## src/rtl/mag_power_control_if.sv

```systemverilog
// Front-panel, door and timer inputs plus magnetron/timer outputs
// of the microwave power controller.
interface mag_power_control_if #(
    parameter int LW = 4
);
    logic          Nstart;
    logic          Nstop;
    logic          Nclear;
    logic          door_clo;
    logic          time_over;
    logic [LW-1:0] power;
    logic          mag_on;
    logic          cooking;
    logic          paused;
    logic          done;
    logic [1:0]    state;

    modport master (
        output Nstart, Nstop, Nclear, door_clo, time_over, power,
        input  mag_on, cooking, paused, done, state
    );

    modport slave (
        input  Nstart, Nstop, Nclear, door_clo, time_over, power,
        output mag_on, cooking, paused, done, state
    );
endinterface

```

## src/rtl/mag_power_control.sv

```systemverilog
// Magnetron on/off state machine with pause/resume, timed done
// state and duty-cycled power level.
module mag_power_control #(
    parameter int LEVELS      = 10,
    parameter int SLOT        = 4,
    parameter int DONE_CYCLES = 8,
    parameter int LW          = $clog2(LEVELS + 1)
) (
    input  logic                 clk,
    input  logic                 Nreset,
    mag_power_control_if.slave   bus
);
    localparam int F   = LEVELS * SLOT;
    localparam int PW  = (F > 1) ? $clog2(F) : 1;
    localparam int PW1 = PW + 1;
    localparam int CW  = $clog2(DONE_CYCLES + 1);

    typedef enum logic [1:0] {
        IDLE   = 2'd0,
        COOK   = 2'd1,
        PAUSED = 2'd2,
        DONE   = 2'd3
    } state_e;

    state_e        state_q, state_d;
    logic [PW-1:0] ph_q, ph_d;
    logic [LW-1:0] p_q, p_d;
    logic [CW-1:0] dcnt_q, dcnt_d;
    logic          nstart_d_q;
    logic          cooking_q, paused_q, done_q;

    logic          start_ok;
    logic [LW-1:0] p_clamp;
    logic [PW1-1:0] thr;

    always_comb begin
        start_ok = nstart_d_q & ~bus.Nstart & bus.door_clo & ~bus.time_over;
        if (bus.power == '0)
            p_clamp = LW'(1);
        else if (bus.power > LW'(LEVELS))
            p_clamp = LW'(LEVELS);
        else
            p_clamp = bus.power;
    end

    always_comb begin
        state_d = state_q;
        p_d     = p_q;
        ph_d    = ph_q;
        dcnt_d  = '0;
        unique case (state_q)
            IDLE: begin
                if (start_ok) begin
                    state_d = COOK;
                    p_d     = p_clamp;
                end
            end
            COOK: begin
                if (!bus.Nclear)
                    state_d = IDLE;
                else if (bus.time_over)
                    state_d = DONE;
                else if (!bus.door_clo || !bus.Nstop)
                    state_d = PAUSED;
                else
                    ph_d = (ph_q == PW'(F - 1)) ? '0 : ph_q + 1'b1;
            end
            PAUSED: begin
                if (!bus.Nclear || !bus.Nstop) begin
                    state_d = IDLE;
                end else if (start_ok) begin
                    state_d = COOK;
                    p_d     = p_clamp;
                end
            end
            DONE: begin
                if (!bus.Nclear || !bus.Nstop)
                    state_d = IDLE;
                else if (dcnt_q == CW'(DONE_CYCLES - 1))
                    state_d = IDLE;
                else
                    dcnt_d = dcnt_q + 1'b1;
            end
        endcase
        // every (re)entry into COOK restarts the duty frame with the drive on
        if (state_d == COOK && state_q != COOK)
            ph_d = '0;
    end

    always_ff @(posedge clk or negedge Nreset) begin
        if (!Nreset) begin
            state_q    <= IDLE;
            ph_q       <= '0;
            p_q        <= LW'(1);
            dcnt_q     <= '0;
            nstart_d_q <= 1'b1;
            cooking_q  <= 1'b0;
            paused_q   <= 1'b0;
            done_q     <= 1'b0;
        end else begin
            state_q    <= state_d;
            ph_q       <= ph_d;
            p_q        <= p_d;
            dcnt_q     <= dcnt_d;
            nstart_d_q <= bus.Nstart;
            cooking_q  <= (state_d == COOK);
            paused_q   <= (state_d == PAUSED);
            done_q     <= (state_d == DONE);
        end
    end

    assign thr = PW1'(p_q) * PW1'(SLOT);

    // door gate is deliberately combinational: opening the door kills the drive at once
    assign bus.mag_on  = (state_q == COOK) & ({1'b0, ph_q} < thr) & bus.door_clo;
    assign bus.cooking = cooking_q;
    assign bus.paused  = paused_q;
    assign bus.done    = done_q;
    assign bus.state   = state_q;
endmodule

```

## src/flat_wrapper.sv

```systemverilog
// flat-port wrapper written by rule: the top's interface ports become plain ports
module mag_power_control_flat 
#(
    parameter int LEVELS      = 10,
    parameter int SLOT        = 4,
    parameter int DONE_CYCLES = 8,
    parameter int LW          = $clog2(LEVELS + 1)
)
  (clk, Nreset, bus_Nstart, bus_Nstop, bus_Nclear, bus_door_clo, bus_time_over, bus_power, bus_mag_on, bus_cooking, bus_paused, bus_done, bus_state);
  mag_power_control_if #(.LW(LW)) bus_i ();
  input  logic clk;
  input  logic Nreset;
  input wire logic [$bits(bus_i.Nstart)-1:0] bus_Nstart;
  input wire logic [$bits(bus_i.Nstop)-1:0] bus_Nstop;
  input wire logic [$bits(bus_i.Nclear)-1:0] bus_Nclear;
  input wire logic [$bits(bus_i.door_clo)-1:0] bus_door_clo;
  input wire logic [$bits(bus_i.time_over)-1:0] bus_time_over;
  input wire logic [$bits(bus_i.power)-1:0] bus_power;
  output wire logic [$bits(bus_i.mag_on)-1:0] bus_mag_on;
  output wire logic [$bits(bus_i.cooking)-1:0] bus_cooking;
  output wire logic [$bits(bus_i.paused)-1:0] bus_paused;
  output wire logic [$bits(bus_i.done)-1:0] bus_done;
  output wire logic [$bits(bus_i.state)-1:0] bus_state;
  assign bus_i.Nstart = bus_Nstart;
  assign bus_i.Nstop = bus_Nstop;
  assign bus_i.Nclear = bus_Nclear;
  assign bus_i.door_clo = bus_door_clo;
  assign bus_i.time_over = bus_time_over;
  assign bus_i.power = bus_power;
  assign bus_mag_on = bus_i.mag_on;
  assign bus_cooking = bus_i.cooking;
  assign bus_paused = bus_i.paused;
  assign bus_done = bus_i.done;
  assign bus_state = bus_i.state;
  mag_power_control #(.LEVELS(LEVELS), .SLOT(SLOT), .DONE_CYCLES(DONE_CYCLES), .LW(LW)) u_core (.clk(clk), .Nreset(Nreset), .bus(bus_i));
endmodule
```

## config.mk

```make
export PLATFORM = sky130hd
export DESIGN_NAME = mag_power_control_flat
export DESIGN_NICKNAME = d
export VERILOG_FILES = /design/src/rtl/mag_power_control_if.sv /design/src/rtl/mag_power_control.sv /design/src/flat_wrapper.sv
export SDC_FILE = /design/constraint.sdc
export NUM_CORES = 1
export LEC_CHECK = 0
export BUFFER_PORTS_ARGS = -buffer_cell sky130_fd_sc_hd__buf_2
export CAP_MARGIN = 5
export CORE_ASPECT_RATIO = 0.5
export CORE_MARGIN = 2
export CORE_UTILIZATION = 30
export CTS_BUF_LIST = sky130_fd_sc_hd__clkbuf_8
export CTS_CLUSTER_DIAMETER = 120
export CTS_CLUSTER_SIZE = 30
export DETAILED_ROUTE_END_ITERATION = 8
export GPL_TIMING_DRIVEN = 1
export REMOVE_ABC_BUFFERS = 1
export SYNTH_ARGS = -nofsm -noshare
export SYNTH_HDL_FRONTEND = slang
export SYNTH_SLANG_ARGS = --single-unit
```

## constraint.sdc

```tcl
create_clock -name clk -period 2.88 [get_ports clk]
set_clock_uncertainty 0.05 [all_clocks]
set_input_delay 0.144 -clock clk [delete_from_list [all_inputs] [get_ports clk]]
set_output_delay 0.144 -clock clk [all_outputs]
set_load 0.02 [all_outputs]
```

# Word-level counts from Yosys, hierarchy flattened
# Cells that the tools add are included.
# Widths: inputs -> output; s select.
dict set report classes {
  add_sub_neg 2
  muxes 22
  magnitude_cmp 2
  n_eq_ne 12
  bitwise_logic 7
  n_reduce_logical 13
}
# cell count
set op_table {}
lappend op_table {{$mux 6} 6}
lappend op_table {{$mux 4} 7}
lappend op_table {{$mux 2} 7}
lappend op_table {{$eq 2x2->1 const B} 4}
lappend op_table {{$pmux 2 s4} 1}
lappend op_table {{$pmux 4 s2} 1}
lappend op_table {{$add 6x1->6 const B} 1}
lappend op_table {{$eq 6x6->1 const B} 1}
lappend op_table {{$lt 6x6->1} 1}
lappend op_table {{$reduce_bool 2->1} 3}
lappend op_table {{$and 1x1->1} 5}
lappend op_table {{$add 4x1->4 const B} 1}
lappend op_table {{$eq 2x1->1 const B} 2}
lappend op_table {{$eq 4x3->1 const B} 1}
lappend op_table {{$gt 4x4->1 const B} 1}
lappend op_table {{$logic_not 4->1} 1}
lappend op_table {{$ne 2x1->1 const B} 2}
lappend op_table {{$ne 2x2->1 const B} 2}
lappend op_table {{$reduce_and 4->1} 1}
lappend op_table {{$logic_not 1->1} 3}
lappend op_table {{$logic_not 2->1} 1}
lappend op_table {{$logic_or 1x1->1} 2}
lappend op_table {{$not 1->1} 2}
lappend op_table {{$reduce_and 2->1} 1}
lappend op_table {{$logic_and 1x1->1} 1}
dict set report totals {
  input_bits 11
  register_bits 20
  elab_cells 66
}

# Longest topological paths before layout
dict set report logic_depth {
  ltp_word 11
  depth_mapped 6
  depth_no_buf 6
}

# Least setup slack after synthesis
# Ideal clock, no wire load.
dict set report synth_timing {
  kind {reg-to-reg}
  from {reg u_core.state_q[1], in the netlist u_core.bus.state[1]}
  to {reg u_core.ph_q[5]}
  path_buffers 0
  slack_ns 1.272
  stages_incl_launch_ff 5
  setup_ns 0.077
  arrival_time_ns 1.481
  period_less_slack_ns 1.608
  cell_sequence {dfrtp_1 > nand4bb_2 > or2_1 > or3_1 > a21oi_1}
}
dict set report synth_between {
  elab_chain_len 8
  word_cells_on_any_way 21
}
# item line
set synth_lines {}
lappend synth_lines {{start, declared} mag_power_control.sv:25} ;# state_e state_q, state_d;
lappend synth_lines {{start signal, assigned} mag_power_control.sv:101} ;# state_q <= state_d;
lappend synth_lines {{$mux 2} mag_power_control.sv:63} ;# else if (!bus.door_clo || !bus.Nstop)
lappend synth_lines {{$mux 2} mag_power_control.sv:61} ;# else if (bus.time_over)
lappend synth_lines {{$mux 2} mag_power_control.sv:59} ;# if (!bus.Nclear)
lappend synth_lines {{$pmux 2 s4} mag_power_control.sv:51} ;# unique case (state_q)
lappend synth_lines {{$eq 2x1->1} mag_power_control.sv:86} ;# if (state_d == COOK && state_q != COOK)
lappend synth_lines {{$logic_and 1x1->1} mag_power_control.sv:86}
lappend synth_lines {{$ne 2x2->1 (no source line), or another cell as far along} n/a}
lappend synth_lines {{$reduce_and 4->1 (no source line)} n/a}
lappend synth_lines {{end signal, assigned} mag_power_control.sv:102} ;# ph_q <= ph_d;
lappend synth_lines {{end, declared} mag_power_control.sv:26} ;# logic [PW-1:0] ph_q, ph_d;
# Parallel ways exist; a longest one is shown, timed or not.
# A chain may end at the register's enable or synchronous reset.

# Final worst setup path
dict set report layout_timing {
  from {in bus_Nstart}
  to {reg u_core.p_q[0]}
}
dict set report layout_between {
  elab_chain_len 7
}
# item line
set layout_lines {}
lappend layout_lines {{start, declared} flat_wrapper.sv:13} ;# input wire logic [$bits(bus_i.Nstart)-1:0] bus_Nstart;
lappend layout_lines {{$not 1->1 *} mag_power_control.sv:37} ;# start_ok = nstart_d_q & ~bus.Nstart & bus.door_clo & ~bus.time_over;
lappend layout_lines {{$and 1x1->1 * (3 in a row)} mag_power_control.sv:37}
lappend layout_lines {{$mux 4 *} n/a}
lappend layout_lines {{$mux 4} n/a}
lappend layout_lines {{$pmux 4 s2 *} n/a}
lappend layout_lines {{end signal, assigned} mag_power_control.sv:103} ;# p_q <= p_d;
lappend layout_lines {{end, declared} mag_power_control.sv:27} ;# logic [LW-1:0] p_q, p_d;
# Mark *: on every way between the ends. The rest lies on a longest branch, timed or not. The select of a mux whose other input is x is not followed.

==> qor.csv <==
metric,value,unit
outcome,"finished, final reports clean",
Hold Path Class,input port to flop,
unrepaired setup endpoints after global routing,false,
Placer Congestion,0.775,
main area contributors after synthesis,"dfrtp_1 (44%), ha_1 (6.2%), dfstp_2 (5.2%)",
first-pass GRT wire length,3200,microns
max-slew violation total from the final report,0,
synthesized area per cell,10.2,sq um
top-area cell type share of the netlist area,44.3,%
post-synth cell types,36,
CP max stage delay,0.52,ns
share of cells above drive strength 1,22.1,%
Die Width,86.4,microns
Synth area leader,dfrtp_1,
most frequent cell after synthesis,dfrtp_1,
number of gates resized after CTS,0,
Finished Layout Cells,162,
element type at the critical path end,flop,
PortBufs,16,
crit path DAT,1.97,ns
CTS HTree Levels,1,
Crit path buffers/inverters,2,
Fin. Hold Viols,0,
kind of critical path,input port to flop,
Final Net Count,139,
gr ovfl total,0,
FP Rows,14,
CTS Buf Count,3,
met2 wire length,868,microns
leakage,0.000613,uW
die height,45.2,microns
Placed Instances,156,
Fillers,307,
WL met1,898,microns
clock tree buffer depth,2,
Final ANT Viol Nets,0,
power per cell area,479,nW/um^2
Yosys reg bits,20,
number of global-route vias before repair,761,
clock tree sinks,20,
Die Area,3900,sq um
Final HPWL DP,1380,microns
yosys warns,0,
GR Util All Layers,10.7,%
WL met3,21,microns
DR pass1 iterations,4,
initial antenna violation count,0,
top routing layer in use,met4,
# DRC,0,
worst-margin pin slew,0.608,ns
total core area,3120,sq um
Slew headroom,59.3,%
crit path cell chain,dlygate4sd3_1 -> buf_2 -> and4bb_2 -> nor3b_2 -> mux2_1,
drt via density,4.72,
Synth-to-Final Area Change,20.4,%
worst-skew pair later-pin latency,0.25,ns
Critical Path RT,3.01,ns
largest net degree at the start of global routing,21,
Final Setup Violations,0,
"EDFF count, synth",0,
min Tclk post-route,1.84,ns
Crit path max-delay family,simple AND/OR/NAND/NOR gates,
synth cell count leaders,"dfrtp_1 (18), nor2_1 (13), a21oi_1 (7)",
num ports,17,
DRT Wirelength,1810,microns
Max Fclk,543,MHz
initial core utilization,32.6,%
crit path launch type,input port,
Peak VDD IR,0.202,mV
Crit Path Max Fanout,9,
Tcrit/Tclk final,64.0,%
clock transition at the registers of the reported paths,0.07,ns
top_reg_cell synth,dfrtp_1,
cell area after synthesis,1020,sq um
CTS tree,yes,
slowest CP cell,dlygate4sd3_1,
asr flop ratio synth,100,%
CTS root buf,clkbuf_8,
DR WL/cell,11.2,microns
vias post-DR,764,
setup TNS,0,ns
Cells after Synth,100,
"Seq/Total Area, Yosys",49.4,%
max-cap viol count,0,
Iteration-0 DRC Markers,16,
Antenna diodes,0,
-- cells by family (layout without fill, tap and decap cells) --
family / count (synthesis) / in the layout / share of synthesized area (%)
and+or+nand+nor: 42 / 42 / 23.9
DFF: 20 / 20 / 49.4
AOI/OAI and AO/OA: 18 / 18 / 10.9
buffers and inverters: 8 / 30 / 3.07
adders and majority gates: 6 / 6 / 7.13
xor gates and xnor gates: 4 / 4 / 3.44
muxes: 2 / 2 / 2.09
-- worst reg2reg max path, cell delays in order, from the launching register on --
cell,delay (ns)
dfstp_2,0.51
and4bb_2,0.22
nor3b_2,0.52
mux2_1,0.38
-- metal layers --
metal / GRT usage, % / up-vias
met5: 0 / -
met4: 3.75 / 0
met3: 2.74 / 2
met2: 19.8 / 3
met1: 12.3 / 358
li1: - / 401
-- placed cells by master, fill, tap and decap left out, types with 2 or more instances in the layout --
| cell | instances |
|---|---|
| dfrtp_1 | 18 |
| buf_2 | 16 |
| nor2_1 | 13 |
| a21oi_1 | 7 |
| inv_1 | 6 |
| nand2_1 | 5 |
| ha_1 | 5 |
| nand3_1 | 4 |
| clkbuf_8 | 4 |
| and3_1 | 3 |
| nor3_1 | 3 |
| xnor2_1 | 3 |
| nand3b_1 | 2 |
| and3b_1 | 2 |
| or2_1 | 2 |
| a21o_1 | 2 |
| o21ai_1 | 2 |
| a31oi_1 | 2 |
| dlygate4sd3_1 | 2 |
| dfstp_2 | 2 |
-- state kept, by name (all words and copies together), names as in the netlist --
register,count
u_core.nstart_d_q,1
u_core.p_q,4
u_core.bus.paused,1
u_core.bus.state,2
u_core.dcnt_q,4
u_core.bus.cooking,1
u_core.ph_q,6
u_core.bus.done,1
-- timing repair --
action / CTS / global route
hold buffers: 2 / 0
setup buffers: 0 / 0
endpoints found under the hold margin: 19 / 0
-- path summary, 6_finish.rpt --
kind | startpoint | end | slack [ns] | cells past startpoint
max | bus_Nstart | u_core.p_q[0] | 1.04 | 5
min | bus_power[3] | u_core.p_q[3] | 0.08 | 3
max reg2reg | u_core.nstart_d_q | u_core.p_q[0] | 1.12 | 3
min reg2reg | u_core.dcnt_q[0] | u_core.dcnt_q[0] | 0.41 | 1
max in group asynchronous | Nreset | u_core.p_q[0] | 2.12 | 2
min in group asynchronous | Nreset | u_core.bus.paused | 0.32 | 2
-- per-stage QoR --
step	cell area (sq um)	hold slack, ns	util (%)	total power [uW]	worst slack (ns)
6_report	1220	0.0799	39.3	587	1.04
5_1_grt	1220	0.0970	39.3	622	0.939
3_3_place_gp	1150	0.0672	36.9	383	1.18
4_1_cts	1220	0.0733	39.3	599	1.02
2_1_floorplan	1010	-0.202	-	355	1.16
3_5_place_dp	1150	0.0629	36.9	383	1.13
-- cell type report --
cell class	instances	area (sq um)	area share [%]
multi-input cells	72	483	39.4
repair buffers	19	108	8.78
clock buffers	4	55.1	4.49
flip-flops and latches	20	503	41.1
inverters	7	26.3	2.15
well taps	40	50.0	4.09
-- power by group --
part | leakage (uW) | internal (uW) | total (uW) | switching (uW)
Combinational | 0.000319 | 30.9 | 69.0 | 38.1
Clock | 0.0000288 | 121 | 208 | 86.9
Sequential | 0.000265 | 301 | 310 | 8.29
Total | 0.000613 | 454 | 587 | 133
No activity file was read; power rests on OpenSTA's default activity.
